$ cat src/rtl/if_fetch_unit.sv
// Instruction fetch stage feeding the IF/ID register: owns the PC, keeps one request
// outstanding, drops responses made stale by a redirect and buffers one response under stall.
module if_fetch_unit #(
    parameter logic [31:0] RESET_PC = 32'h1c00_0000,
    parameter logic [31:0] PC_STEP  = 32'd4
) (
    input  logic        clk,
    input  logic        rst,
    input  logic        branch_flag_i,
    input  logic [31:0] branch_target_i,
    input  logic        stall_i,
    output logic        inst_req_o,
    output logic [31:0] inst_addr_o,
    input  logic        inst_req_ready_i,
    input  logic        inst_rvalid_i,
    input  logic [31:0] inst_rdata_i,
    output logic [31:0] if_pc_o,
    output logic [31:0] if_inst_o,
    output logic        if_inst_valid_o
);

    typedef enum logic [1:0] {
        S_RESET,
        S_REQ,
        S_WAIT,
        S_DISCARD
    } state_t;

    state_t      r_state;
    state_t      w_stateNext;

    logic [31:0] r_pc;
    logic [31:0] r_reqPc;
    logic        r_bufValid;
    logic [31:0] r_bufPc;
    logic [31:0] r_bufInst;
    logic [31:0] r_ifPc;
    logic [31:0] r_ifInst;
    logic        r_ifValid;

    logic        w_instReq;
    logic [31:0] w_instAddr;
    logic        w_accept;
    logic        w_deliver;

    assign w_accept  = w_instReq && inst_req_ready_i;
    // A response coinciding with a redirect belongs to the old path and is dropped.
    assign w_deliver = (r_state == S_WAIT) && inst_rvalid_i && !branch_flag_i;

    always_ff @(posedge clk) begin
        if (rst) begin
            r_state <= S_RESET;
        end else begin
            r_state <= w_stateNext;
        end
    end

    always_comb begin
        w_stateNext = r_state;
        case (r_state)
            S_RESET: begin
                w_stateNext = S_REQ;
            end
            S_REQ: begin
                if (w_accept) begin
                    w_stateNext = branch_flag_i ? S_DISCARD : S_WAIT;
                end
            end
            S_WAIT: begin
                if (inst_rvalid_i) begin
                    w_stateNext = S_REQ;
                end else if (branch_flag_i) begin
                    w_stateNext = S_DISCARD;
                end
            end
            S_DISCARD: begin
                if (inst_rvalid_i) begin
                    w_stateNext = S_REQ;
                end
            end
            default: begin
                w_stateNext = S_RESET;
            end
        endcase
    end

    always_comb begin
        w_instReq  = 1'b0;
        w_instAddr = 32'h0;
        if (r_state == S_REQ) begin
            w_instReq  = !stall_i && !r_bufValid;
            w_instAddr = r_pc;
        end
    end

    assign inst_req_o  = w_instReq;
    assign inst_addr_o = w_instAddr;

    always_ff @(posedge clk) begin
        if (rst) begin
            r_pc    <= RESET_PC;
            r_reqPc <= 32'h0;
        end else begin
            if (w_accept) begin
                r_reqPc <= r_pc;
            end
            if (branch_flag_i) begin
                r_pc <= branch_target_i;
            end else if (w_deliver) begin
                r_pc <= r_reqPc + PC_STEP;
            end
        end
    end

    // The buffer can only fill while stalled, and no request is issued while it is full.
    always_ff @(posedge clk) begin
        if (rst || branch_flag_i) begin
            r_bufValid <= 1'b0;
            r_bufPc    <= 32'h0;
            r_bufInst  <= 32'h0;
            r_ifValid  <= 1'b0;
            r_ifPc     <= 32'h0;
            r_ifInst   <= 32'h0;
        end else if (!stall_i) begin
            if (r_bufValid) begin
                r_ifValid  <= 1'b1;
                r_ifPc     <= r_bufPc;
                r_ifInst   <= r_bufInst;
                r_bufValid <= 1'b0;
            end else if (w_deliver) begin
                r_ifValid <= 1'b1;
                r_ifPc    <= r_reqPc;
                r_ifInst  <= inst_rdata_i;
            end else begin
                r_ifValid <= 1'b0;
            end
        end else if (w_deliver) begin
            r_bufValid <= 1'b1;
            r_bufPc    <= r_reqPc;
            r_bufInst  <= inst_rdata_i;
        end
    end

    assign if_pc_o         = r_ifPc;
    assign if_inst_o       = r_ifInst;
    assign if_inst_valid_o = r_ifValid;

endmodule

$ cat config.mk
export PLATFORM = sky130hd
export DESIGN_NAME = if_fetch_unit
export DESIGN_NICKNAME = d
export VERILOG_FILES = /design/src/rtl/if_fetch_unit.sv
export SDC_FILE = /design/constraint.sdc
export NUM_CORES = 1
export LEC_CHECK = 0
export CORE_ASPECT_RATIO = 0.8
export CORE_UTILIZATION = 47
export CTS_CLUSTER_SIZE = 40
export DETAILED_ROUTE_END_ITERATION = 10
export MAX_ROUTING_LAYER = met4
export PLACE_DENSITY = 0.81
export SKIP_LAST_GASP = 1
export SYNTH_ARGS = -nofsm -noshare
export SYNTH_HDL_FRONTEND = slang
export SYNTH_SLANG_ARGS = --single-unit
$ cat constraint.sdc
create_clock -name clk -period 1.71 [get_ports clk]
set_clock_uncertainty 0.2 [all_clocks]
set_input_delay 0.342 -clock clk [delete_from_list [all_inputs] [get_ports clk]]
set_output_delay 0.342 -clock clk [all_outputs]
set_load 0.01 [all_outputs]
# == After elaboration in Yosys (flattened, before gate mapping) ==
# Cells that the tools add are included.
# word_totals
regBits,196
in_bits,70
out_inout_bits,98
elab_cells,48
# classes
add_sub_neg,1
eq_ne,6
n_mux,16
n_bitwise,1
n_reduce_logical,15
# ops
op,count
32-bit 2-to-1 mux,7
"32-bit by 3-bit adder with 32-bit output, second input constant",1
2-bit 2-to-1 mux,4
2-bit case mux with 4 select lines,1
"2-bit equality test, second input constant",2
1-bit logical AND,4
1-bit 2-to-1 mux,4
"2-bit != test, second input constant",2
2-bit AND reduction,2
2-bit nonzero test,2
1-bit zero test,3
"3-bit != test, second input constant",1
3-bit AND reduction,1
"2-bit by 1-bit equality test with 1-bit output, second input constant",1
2-bit zero test,1
2-bit OR reduction,1
1-bit logical OR,1
1-bit NOT,1

# == Longest topological paths before layout ==
# logic_depth
depth_word,6
depth_mapped,9

# == Worst setup path after synthesis ==
# Ideal clock, no wire load.
# synth_timing
path_type,register to register
startpoint,register r_state[1]
endpoint,register r_state[0]
setup_ns,0.136
arrival_time_ns,1.694
path_slack_ns,-0.320
path_stages_with_launch,8
n_path_buf,0
path_cell_list,dfxtp_1 > inv_1 > ha_1 > nor3b_2 > nand2_1 > o2bb2ai_1 > a2111oi_0 > a211oi_1
# synth_via
elab_chain_cells,5
elab_cells_between_ends,11
cone_classes,eq/ne (6); mux (2); reduce/logical (3)
# synth_lines
element,line_no,source
from (decl),29,state_t r_state;
from (signal assigned),54,r_state <= w_stateNext;
2-bit by 1-bit equality test with 1-bit output,90,if (r_state == S_REQ) begin
1-bit 2-to-1 mux,90,
named net inst_req_o,12,"output logic inst_req_o,"
1-bit logical AND,46,assign w_accept = w_instReq && inst_req_ready_i;
2-bit != test (no line),--,
3-bit AND reduction (no line),--,
# The timed path passes the listed nets, and every way through them passes these cells.
# A chain may end at the register's enable or synchronous reset.

# == Worst setup path after layout ==
# layout_timing
startpoint,register r_state[1]
endpoint,"register r_ifPc[16], in the netlist if_pc_o[16]"
# layout_via
elab_chain_cells,5
# layout_lines
element,line_no,source
2-bit equality test,48,assign w_deliver = (r_state == S_WAIT) && inst_rvalid_i && !branch_flag_i;
1-bit logical AND (2 in series),48,
2-bit nonzero test (no line),--,
2-bit AND reduction (no line),--,
to (signal assigned),127,r_ifPc <= r_bufPc;
to (signal assigned),132,r_ifPc <= r_reqPc;
to (decl),37,logic [31:0] r_ifPc;
# Every way passes these cells.

==> metrics.md <==
| Metric | Value |
|---|---|
| Dpl cell area | `roughly 11000 µm²` |
| Fmax achieved | `roughly 460 MHz` |
| Final Hold Fails | `0` |
| Syn Nets | `between 1000 and 1500` |
| CP Class | `register to register` |
| Max VDD drop | `approximately 0.61 mV` |
| Initial antenna violation count | `0` |
| CP Max Fanout | `8` |
| Slowest stage delay, CP | `340 ps` |
| CTS Hold Bufs | `0` |
| Boundary pin count | `168` |
| Worst R2R End | `if_pc_o[16]` |
| RSZ-0062 raised after global routing | `yes` |
| Worst Path Buf+Inv | `4` |
| Root Buffer | `clkbuf_16` |
| CTS Buffer Depth | `2` |
| CP Capture Type | `register` |
| GR Util met3 | `6.30%` |
| Seq cells post-synth | `196` |
| Final Setup Violations | `271` |
| Dominant synthesized flop cell | `dfxtp_1` |
| Yosys cell types | `40` |
| WP data required | `approximately 1800 ps` |
| Synth Instances | `1018` |
| Critical Path AT | `2310 ps` |
| Ys async rst share | `0%` |
| DRC | `22` |
| Gr usage total | `between 30% and 40%` |
| GPL Wtd Cong | `0.888` |
| Ys Warns | `0` |
| CTS tree | `built` |
| Final wirelength | `29900 µm` |
| Initial drt markers | `between 700 and 800` |
| Outcome | `complete, but fails checks` |
| Startpoint Class | `register` |
| Share of layout cells above drive strength 1 | `28.6%` |
| Sink Count | `196` |
| Worst reg2reg startpoint | `r_state[1]` |
| GRT overflow | `0` |
| Die Ht | `122 µm` |
| Hold Path Class | `input port to register` |
| CP max stage cell | `dfxtp_2` |
| N_diodes | `0` |
| Slew headroom | `about two thirds` |
| Synth-to-layout area growth | `56.7%` |
| Post-DP HPWL | `roughly 15000 µm` |
| GRT met1 Usage | `between 30% and 40%` |
| Largest net degree at the start of global routing | `65` |
| Post-synth EDFFs | `0` |
| Number of port buffers | `approximately 170` |
| PD cells | `about 860 nW/µm²` |
| Std cell rows | `between 40 and 50` |
| Top-area cell type share of the netlist area | `46.4%` |
| Antenna Nets Post-Route | `0` |
| Vias | `8718` |
| Multi-input gate area | `between 4000 and 5000 µm²` |
| Number of max-cap violations | `0` |
| First drt pass iteration count | `8` |
| Non-Filler Cell Area, Final | `13200 µm²` |
| Final Power | `11.3 mW` |
| Wire per inst | `20.1 µm` |
| Final Core Density | `about three quarters` |
| P_leak | `4.77 nW` |
| Failing checks | `design-rule violations, negative setup slack` |
| CP Capture Point | `if_pc_o[16]` |
| Worst r2r path cells | `10` |
| H-tree depth | `4` |
| CP Cell Sequence | `buf_6, ha_4, and3b_2, nor2_4, nor2_4, buf_12, buf_16, buf_16, nor2_1, a211oi_1` |
| Levels on crit path | `10` |
| Clk_lat worst skew | `440 ps` |
| Number of non-filler instances in the completed layout | `1489` |
| Synthesized area per cell | `8.30 µm²` |
| Initial core utilization | `48.3%` |
| Cell Area, Synth | `8450 µm²` |
| CTS Buf Count | `17` |
| CP top delay family | `buffers and inverters` |
| Minimum clock period | `2190 ps` |
| Area contributors post-synth | `dfxtp_1 (46%), nand2_1 (9.6%), mux2i_1 (7.7%)` |
| Final worst slack | `-480 ps` |
| Placed insts | `about 1400` |
| DIE AREA | `18500 µm²` |
| Vias in the first global route | `between 8000 and 9000` |
| Sequential fraction of the synthesis area | `46.4%` |
| Hold WS | `120 ps` |
| Max-slew violation count | `0` |
| Die width | `152 µm` |
| Worst Setup SP | `r_state[1]` |
| First-pass GRT wire length | `about 43000 µm` |
| Reg clk slew, reported paths | `70 ps` |
| Filler cells | `~1100` |
| Core Region | `17500 µm²` |
| Storage element area | `between 3000 and 4000 µm²` |
| Busiest grt layer | `met2` |
| Slew of the pin with the lowest slew margin | `501 ps` |
| Vias per inst | `approximately 6` |
| Dominant cell type by area after synthesis | `dfxtp_1` |
| Final period utilization | `128%` |
| NumNets Final | `1325` |
| Met2 usage | `between 50 and 60%` |
| R2R setup slack | `-480 ps` |
[worst min-delay path by stage]
| stage | from | cells after the start | end |
|---|---|---|---|
| floorplan | r_pc[3] | 2 | r_reqPc[3] |
| global placement | r_bufPc[30] | 2 | r_bufPc[30] |
| detailed placement | r_bufInst[23] | 2 | r_bufInst[23] |
| CTS | rst | 2 | r_pc[17] |
| global route | rst | 2 | r_pc[17] |
| finish | rst | 2 | r_pc[17] |
[stage by stage]
stage	setup WS, ps	TNS (ps)
after floorplan	-99.2	-5830
after global placement	-554	-85130
after detailed placement	-568	-91220
after CTS	-363	-64100
after global routing	-509	-79370
final	-480	-65570
[sequential cells by signal, indices dropped and copies added, names as in the netlist]
register,cells
r_bufInst,32
r_reqPc,32
if_inst_valid_o,1
r_state,2
if_inst_o,32
r_pc,32
if_pc_o,32
r_bufValid,1
r_bufPc,32
[layout make-up]
type / instances / area share (%)
Tap cell: 225 / 2.13
Timing Repair Buffer: 300 / 25.6
Clock inverter: 7 / 0.888
Multi-Input combinational cell: 729 / 37.6
Inverter: 7 / 0.217
Clock buffer: 25 / 3.83
Sequential cell: 196 / 29.8
[cell families (layout without fill, tap and decap cells)]
group / Yosys count / count (layout) / share of synthesized area, %
flops: 196 / 196 / 46.4
xor+xnor: 27 / 27 / 2.80
fa+ha+maj: 4 / 4 / 0.592
compound gates: 231 / 231 / 16.3
buf+inv: 93 / 339 / 4.72
simple gates: 402 / 402 / 21.4
mux: 65 / 65 / 7.70
[synthesized netlist by cell type (3+ instances only)]
cell	count
buf_4	3
mux2i_1	65
a211oi_1	67
and3_1	24
and2_1	36
clkbuf_1	59
nand4_1	7
buf_1	7
o21ai_0	3
inv_1	7
nand3_1	12
xnor2_1	6
o21ai_1	3
nand2_1	217
a31oi_1	3
buf_2	15
o22ai_1	19
dfxtp_1	196
xor2_1	21
ha_1	4
a21o_1	3
nor2_1	90
a21oi_1	127
and4_1	3
[power breakdown]
group	switching [mW]	total [mW]	leakage, nW	internal, mW
logic	1.07	2.26	2.87	1.19
registers	0.110	4.79	1.59	4.68
clock network	1.78	4.29	0.307	2.51
[per-layer routing]
metal | vias to the layer above | part of all wire, %
met2 | 475 | 49
met5 | - | 0
met1 | 4150 | 40
li1 | 3977 | -
met4 | 0 | 4.2
met3 | 116 | 7.5
[what timing repair did]
| action | in CTS | in global routing |
|---|---|---|
| buffers inserted | 21 | 8 |
| gates resized for setup | 303 | 105 |
| pin swaps | 18 | 43 |
| endpoints found under the setup margin | 285 | 277 |
| hold endpoints to repair | 0 | 0 |
| cloned | 23 | 3 |
[layout by cell type, fill, tap and decap left out, drive strengths merged, types with 4 or more instances in the layout]
master	n
nand2	217
dfxtp	196
buf	160
a21oi	127
clkdlybuf4s50	117
nor2	90
a211oi	67
mux2i	65
and2	36
clkbuf	28
and3	25
xor2	21
o22ai	19
dlygate4sd2	16
nand3	12
nand4	9
inv	7
xnor2	6
o21ai	6
bufbuf	4
ha	4
clkinv	4
(Power assumes the default switching activity.)
